$ cat src/rtl/avg_rr_sched.sv
// Round-robin windowed averager: grants one requesting channel, reads WIN samples, divides the sum by WIN.
// Result appears WIN+ACC_W+2 cycles after the grant; no output backpressure, inputs are throttled by req/i_enable.
module avg_rr_sched #(
    parameter int N_CH  = 4,
    parameter int DW    = 8,
    parameter int WIN   = 53,
    parameter int ACC_W = 14,
    parameter int CH_W  = 2
) (
    input  logic                 clk,
    input  logic                 rst_n,
    input  logic                 i_enable,
    input  logic [N_CH-1:0]      req,
    input  logic [N_CH*DW-1:0]   s_data,
    output logic [N_CH-1:0]      rd_en,
    output logic                 o_valid,
    output logic [DW-1:0]        o_avg,
    output logic [CH_W-1:0]      o_ch,
    output logic                 o_busy
);
    localparam int CNT_W = $clog2(WIN);
    localparam int DIV_W = $clog2(ACC_W);
    localparam int REM_W = $clog2(WIN);

    typedef enum logic [2:0] {IDLE, READ, DRAIN, DIV, OUT} state_t;

    state_t            state_q;
    logic [CH_W-1:0]   ptr_q, g_q, grant_ch_d;
    logic              grant_vld_d;
    logic [CNT_W-1:0]  rd_cnt_q;
    logic [DIV_W-1:0]  div_cnt_q;
    logic [ACC_W-1:0]  acc_q, acc_div_d;
    logic [REM_W-1:0]  rem_q, rem_d;
    logic [REM_W:0]    rem_sh;
    logic              div_ge;
    logic              rd_vld_q;
    logic [N_CH-1:0]   rd_en_q;
    logic              o_valid_q;
    logic [DW-1:0]     o_avg_q;
    logic [CH_W-1:0]   o_ch_q;
    logic [DW-1:0]     samp [N_CH];

    for (genvar i = 0; i < N_CH; i++) begin : g_lane
        assign samp[i] = s_data[i*DW +: DW];
    end

    function automatic logic [CH_W-1:0] rr_idx(input logic [CH_W-1:0] base, input int off);
        int s;
        s = int'(base) + off;
        if (s >= N_CH) s = s - N_CH;
        return CH_W'(s);
    endfunction

    // Scan from farthest to nearest so the nearest requester after the pointer wins.
    always_comb begin
        grant_vld_d = 1'b0;
        grant_ch_d  = '0;
        for (int k = N_CH; k >= 1; k--) begin
            if (req[rr_idx(ptr_q, k)]) begin
                grant_vld_d = 1'b1;
                grant_ch_d  = rr_idx(ptr_q, k);
            end
        end
    end

    // Restoring divider step: acc_q doubles as dividend shifter and quotient collector.
    always_comb begin
        rem_sh    = {rem_q, acc_q[ACC_W-1]};
        div_ge    = rem_sh >= (REM_W+1)'(WIN);
        rem_d     = div_ge ? REM_W'(rem_sh - (REM_W+1)'(WIN)) : rem_sh[REM_W-1:0];
        acc_div_d = {acc_q[ACC_W-2:0], div_ge};
    end

    always_ff @(posedge clk) begin
        if (!rst_n) begin
            state_q   <= IDLE;
            ptr_q     <= CH_W'(N_CH-1);
            g_q       <= '0;
            rd_cnt_q  <= '0;
            div_cnt_q <= '0;
            acc_q     <= '0;
            rem_q     <= '0;
            rd_vld_q  <= 1'b0;
            rd_en_q   <= '0;
            o_valid_q <= 1'b0;
            o_avg_q   <= '0;
            o_ch_q    <= '0;
        end else begin
            o_valid_q <= 1'b0;
            rd_vld_q  <= |rd_en_q;
            case (state_q)
                IDLE: begin
                    if (i_enable && grant_vld_d) begin
                        g_q      <= grant_ch_d;
                        acc_q    <= '0;
                        rd_cnt_q <= '0;
                        rd_en_q  <= N_CH'(1) << grant_ch_d;
                        state_q  <= READ;
                    end
                end
                READ: begin
                    if (rd_vld_q) acc_q <= acc_q + ACC_W'(samp[g_q]);
                    if (rd_cnt_q == CNT_W'(WIN-1)) begin
                        rd_en_q <= '0;
                        state_q <= DRAIN;
                    end else begin
                        rd_cnt_q <= rd_cnt_q + 1'b1;
                    end
                end
                DRAIN: begin
                    acc_q     <= acc_q + ACC_W'(samp[g_q]);
                    rem_q     <= '0;
                    div_cnt_q <= '0;
                    state_q   <= DIV;
                end
                DIV: begin
                    acc_q <= acc_div_d;
                    rem_q <= rem_d;
                    if (div_cnt_q == DIV_W'(ACC_W-1)) begin
                        o_valid_q <= 1'b1;
                        o_avg_q   <= acc_div_d[DW-1:0];
                        o_ch_q    <= g_q;
                        state_q   <= OUT;
                    end else begin
                        div_cnt_q <= div_cnt_q + 1'b1;
                    end
                end
                OUT: begin
                    ptr_q   <= g_q;
                    state_q <= IDLE;
                end
                default: state_q <= IDLE;
            endcase
        end
    end

    assign rd_en   = rd_en_q;
    assign o_valid = o_valid_q;
    assign o_avg   = o_avg_q;
    assign o_ch    = o_ch_q;
    assign o_busy  = (state_q != IDLE);
endmodule
$ cat config.mk
export PLATFORM = sky130hd
export DESIGN_NAME = avg_rr_sched
export DESIGN_NICKNAME = d
export VERILOG_FILES = /design/src/rtl/avg_rr_sched.sv
export SDC_FILE = /design/constraint.sdc
export NUM_CORES = 1
export LEC_CHECK = 0
export BUFFER_PORTS_ARGS = -buffer_cell sky130_fd_sc_hd__buf_2
export CORE_MARGIN = 2
export CORE_UTILIZATION = 56
export CTS_CLUSTER_SIZE = 24
export DETAILED_ROUTE_END_ITERATION = 16
export GPL_TIMING_DRIVEN = 0
export PLACE_DENSITY = 0.8
export SLEW_MARGIN = 40
export SYNTH_ARGS = -nofsm -noshare
export SYNTH_HDL_FRONTEND = slang
export SYNTH_SLANG_ARGS = --single-unit
$ cat constraint.sdc
create_clock -name clk -period 3.1 [get_ports clk]
set_clock_uncertainty 0.05 [all_clocks]
set_input_delay 0.31 -clock clk [delete_from_list [all_inputs] [get_ports clk]]
set_output_delay 0.31 -clock clk [all_outputs]
set_load 0.05 [all_outputs]
* Yosys cells after proc, flatten, opt, wreduce, memory -nomap -nowiden *
Cells that the tools add are included.
Widths: inputs -> output; s select.

storage, ports and cells
  bits of input ports = 39
  bits in registers = 53
  output and inout port bits = 16

cells by class
  eq/ne operators = 12
  order comparisons = 10
  shift operators = 1
  mux-type cells = 41
  add/sub/neg operators = 12
  bitwise logic cells = 1
  reductions and logical operators = 15

operators with widths
  cell                 count
  $pmux 14 s4          1
  $mux 14              2
  $pmux 6 s2           2
  $mux 6               3
  $bmux 8 s2           1
  $mux 2               8
  $mux 8               2
  $pmux 4 s2           2
  $add 14x8->14        1
  $ge 3x3->1 const B   4
  $lt 2x3->1 const B   4
  $mux 4               3
  $ne 2x2->1 const B   6
  $pmux 3 s4           1
  $reduce_and 3->1     4
  $mux 1               9
  $mux 3               3
  $bmux 1 s2           4
  $reduce_and 2->1     4
  $sub 2x1->2 const B  4
  $ge 7x6->1 const B   1
  $add 2x2->3 const B  2
  $add 6x1->6 const B  1
  $eq 3x2->1 const B   2
  other kinds (17)     18

* Longest topological paths before layout *
  word-level depth = 12
  depth in mapped cells = 9

* Least setup slack after synthesis *
No wires, ideal clock.

  path kind = register -> register
  start = register g_q[0]
  end = register acc_q[10]
  buffers on the path = 1
  setup slack = 277 ps
  data arrival time = 2643 ps
  data required time = 2920 ps
  setup time = 130 ps
  cell stages (with the launch flop) = 10
  path through = dfxtp_1 buf_2 mux4_2 ha_1 fa_1 a21o_1 a31o_2 a21oi_1 or4_1 o211ai_1

between the ends
  word-level cells in the longest chain between the ends = 7

ends and longest elaborated chain
  element                                       RTL line  RTL
  start: declaration                            28        logic [CH_W-1:0] ptr_q, g_q, grant_ch_d;
  start signal: assignment                      94        g_q <= grant_ch_d;
  $not 2->3 (implied by the code) *             102, 111
  $bmux 8 s2 *                                  102, 111
  $mux 8 (implied by the code) * (2 in series)  102, 111
  $add 14x8->14 *                               102, 111
  $mux 14                                       102       if (rd_vld_q) acc_q <= acc_q + ACC_W'(samp[g_q]);
  $pmux 14 s4 *                                 91        case (state_q)
  end signal: assignment                        102
  end signal: assignment                        111       acc_q <= acc_q + ACC_W'(samp[g_q]);
  end signal: assignment                        117       acc_q <= acc_div_d;
  end: declaration                              32        logic [ACC_W-1:0] acc_q, acc_div_d;

Every way passes the cells marked *; elsewhere a longest branch is shown, timed or not. The select of a mux whose other input is x is not followed.
A chain may end at the register's enable or synchronous reset.

* Worst setup path after layout *
  start = register g_q[0]
  end = register acc_q[13]

The elaborated chain is that of the path after synthesis.

==> impl_metrics.toml <==
[cts]
hold_buffers = 0
clk_pin_slew_ps = 100
htreeDepth = 2
cts_tree = "built"
root_buffer = "clkbuf_8"
cts_made_buffers = 5
post_cts_buffers = 0
clockBufferDepth = 2
cts_sinks = 53
worstSkewPairLatency_ps = 300

[outcome]
outcome = "finished, final reports clean"

[drt]
routed_wl_um = 7700
detail_route.wl_per_cell_um = 15.4
post-route-drc-count = 0
first_pass_iters = 5
post_drt_via_cell_ratio = 6.02
ant_nets = 0
drt_iter0_markers = 301
vias = 3004

[worst_setup_path]
required_ps = 3250
worstPathCellList = "buf_6, mux4_2, ha_1, buf_2, a21o_1, a31o_2, o21ai_0, nand2b_1, a221o_1"
start_kind = "flop"
critical_path_class = "flop to flop"
path_delay_family = "compound AO/OA/AOI/OAI gates"
r2r_start = "g_q[0]"
cp.arrival_ps = 3070
max_stage_delay_ps = 520
cp_max_fo = 10
r2r_slack_ps = 180
slowest_stage = "mux4_2"
reg2regPathDepth = 9
path_buf_inv = 2
r2r-end = "acc_q[13]"
endpoint_kind = "flop"

[floorplanning]
io_pins = 55
die_w_um = 79.2
rows = 27
initial_core_util_pct = 57.8
fp.dieH_um = 79.2
core_area_mm2 = 0.00547
fp.dieArea_mm2 = 0.00627

[global_route]
grt_use_met2_pct = 43.6
grt_pass1_vias = 2901
grt.overflow.total = 0
use_met3_pct = 4.55
top_usage_layer = "met2"
track_usage_pct = 26.0
antenna_found_initial = 0
grt_pass1_wl_um = 13200
grt_max_degree = 17
met1_usage_pct = 34.1

[synthesis]
synthCells = 366
synth.ff_latch_count = 53
netlist_area_mm2 = 0.00316
synth_top_flop_cell = "dfxtp_1"
ys_seq_area_share_pct = 33.5
ys_types = 60
synth_edf_count = 0
synth_area_per_cell_um2 = 8.64
async_flop_share_pct = 0
ys.warnings.count = 0
syn_nets = 420

[power_and_ir_drop]
swShare_pct = 29.8
pwr-share-seq_pct = 45.5
internal-power_mw = 1.13
switching_power_uw = 479
power_frac_clock_pct = 30.8
vdd_drop_max_uv = 341
p_per_area_mw_per_mm2 = 441
combPwrFrac_pct = 23.7
leakage_nw = 1.41

[job]
drv_cap = 0

[timing]
fin_ws_ps = 183
rsz0062_at_grt = "no"
worstMarginPinSlew_ps = 647
period_needed_ps = 2920
finalCritPeriodShare_pct = 94.1
final_max_slew_viol_count = 0
relSlewSlack_pct = 56.8
fmax_ghz = 0.343
finalHoldViolCount = 0
setup_tns_ps = 0
finalSetupViolations = 0
fin_hold_ws_ps = 403

[layout]
drive_gt1_share_pct = 20.6
area_delta_synth_final_pct = 15.4
final_nets = 480
fill_cells = 487
antenna_cells = 0
fin_util_pct = 66.7

[hold_path]
worstHoldPathType = "primary input to flop"
min_to = "acc_q[7]"
hold_start = "rst_n"
hold_depth = 3

[placement]
portBuffers = 53
hpwl_um = 5620
place_congestion = 0.893
place_ws_ps = -95.3
==> worst min-delay path, cell delays in order <==
cell,delay (ps)
clkbuf_1,210
o21ai_0,140
a31oi_1,50
==> layout by cell type (no fill, tap or decap), drive strengths merged, types with 3 or more instances in the layout <==
cell	n
nand4	3
nor2	47
a31oi	4
dfxtp	53
nand2	30
a22oi	3
xor2	4
nor3	9
inv	12
ha	14
nand2b	8
or4	3
a211oi	3
o21ai	29
a32oi	4
buf	60
a21oi	17
a21o	7
xnor2	10
o211ai	5
a221oi	8
or3	7
nand3	4
mux4	8
and4	3
nor4	4
clkbuf	17
mux2i	12
nand3b	4
==> synthesized netlist by cell type (4+ instances only) <==
library cell  count  area share, %
a21o_1            7            1.7
a21oi_1          16            2.5
a221oi_1          6            1.7
a31oi_1           4           0.79
buf_2             6           0.95
clkbuf_1         10            1.2
dfxtp_1          53             34
ha_1             14            5.5
inv_1            12            1.4
mux2i_1          12            3.8
mux4_2            8            5.7
nand2_1          30            3.6
nand2b_1          8            1.6
nand3_1           4           0.63
nand3b_1          4           0.95
nor2_1           47            5.6
nor3_1            9            1.4
nor4_1            4           0.79
o211ai_1          5            1.2
o21ai_0          29            4.6
or3_1             7            1.4
xnor2_1          10            2.8
xor2_1            4            1.1
==> area by class of cell <==
cell class | count | area, um^2 | share of cell area [%]
Multi-Input combinational cell | 282 | 1970 | 54.1
Sequential cell | 53 | 1060 | 29.1
Timing Repair Buffer | 53 | 265 | 7.27
Buffer | 18 | 91.3 | 2.50
Tap cell | 72 | 90.1 | 2.47
Clock buffer | 6 | 82.6 | 2.26
Inverter | 13 | 48.8 | 1.34
Clock inverter | 2 | 37.5 | 1.03
==> per-stage QoR <==
stage	power [mW]	instance area, um^2	cells
2_1_floorplan	1.02	3160	366
3_3_place_gp	1.11	3520	491
3_5_place_dp	1.12	3520	491
4_1_cts	1.61	3640	499
5_1_grt	1.70	3650	499
6_report	1.61	3650	499
==> routing by layer <==
| layer | part of all wire (%) | up-vias |
|---|---|---|
| met3 | 5.8 | 8 |
| met4 | 0.81 | 0 |
| met5 | 0 | - |
| li1 | - | 1474 |
| met2 | 49 | 96 |
| met1 | 44 | 1426 |
==> registers in the layout, summed over array words and instances, names as in the netlist <==
| register | count |
|---|---|
| ptr_q | 2 |
| o_avg | 8 |
| state_q | 3 |
| acc_q | 14 |
| rd_cnt_q | 6 |
| o_ch | 2 |
| rd_vld_q | 1 |
| o_valid | 1 |
| div_cnt_q | 4 |
| g_q | 2 |
| rem_q | 6 |
| rd_en | 4 |
==> cells by family after synthesis <==
family / share of synthesized area [%]
muxes: 9.49
and+or+nand+nor: 19.7
buffers and inverters: 4.19
DFF: 33.5
adders and majority gates: 6.17
xor gates and xnor gates: 3.88
AOI/OAI and AO/OA: 23.1
==> power groups by stage <==
stage          combinational [mW]  clock, mW  sequential [mW]
2_1_floorplan               0.275          0            0.749
3_3_place_gp                0.364          0            0.747
3_5_place_dp                0.372          0            0.748
4_1_cts                     0.376      0.503            0.732
5_1_grt                     0.426      0.534            0.738
6_report                    0.381      0.496            0.733
==> how the worst max path moves through the flow <==
stage | from | to | slack (ps) | cells past startpoint
final | g_q[0] | acc_q[13] | 180 | 9
after global routing | g_q[0] | acc_q[6] | 30 | 9
after CTS | g_q[0] | acc_q[8] | 30 | 9
after detailed placement | g_q[0] | acc_q[8] | -100 | 9
after global placement | g_q[0] | acc_q[8] | -10 | 9
after floorplan | g_q[0] | acc_q[10] | 280 | 9
==> timing repair <==
action                                  CTS  global route
endpoints found under the setup margin    3             9
gates resized for setup                   1             5
pin swaps                                 0             0
Note: power is estimated with default switching activity, not from simulation.
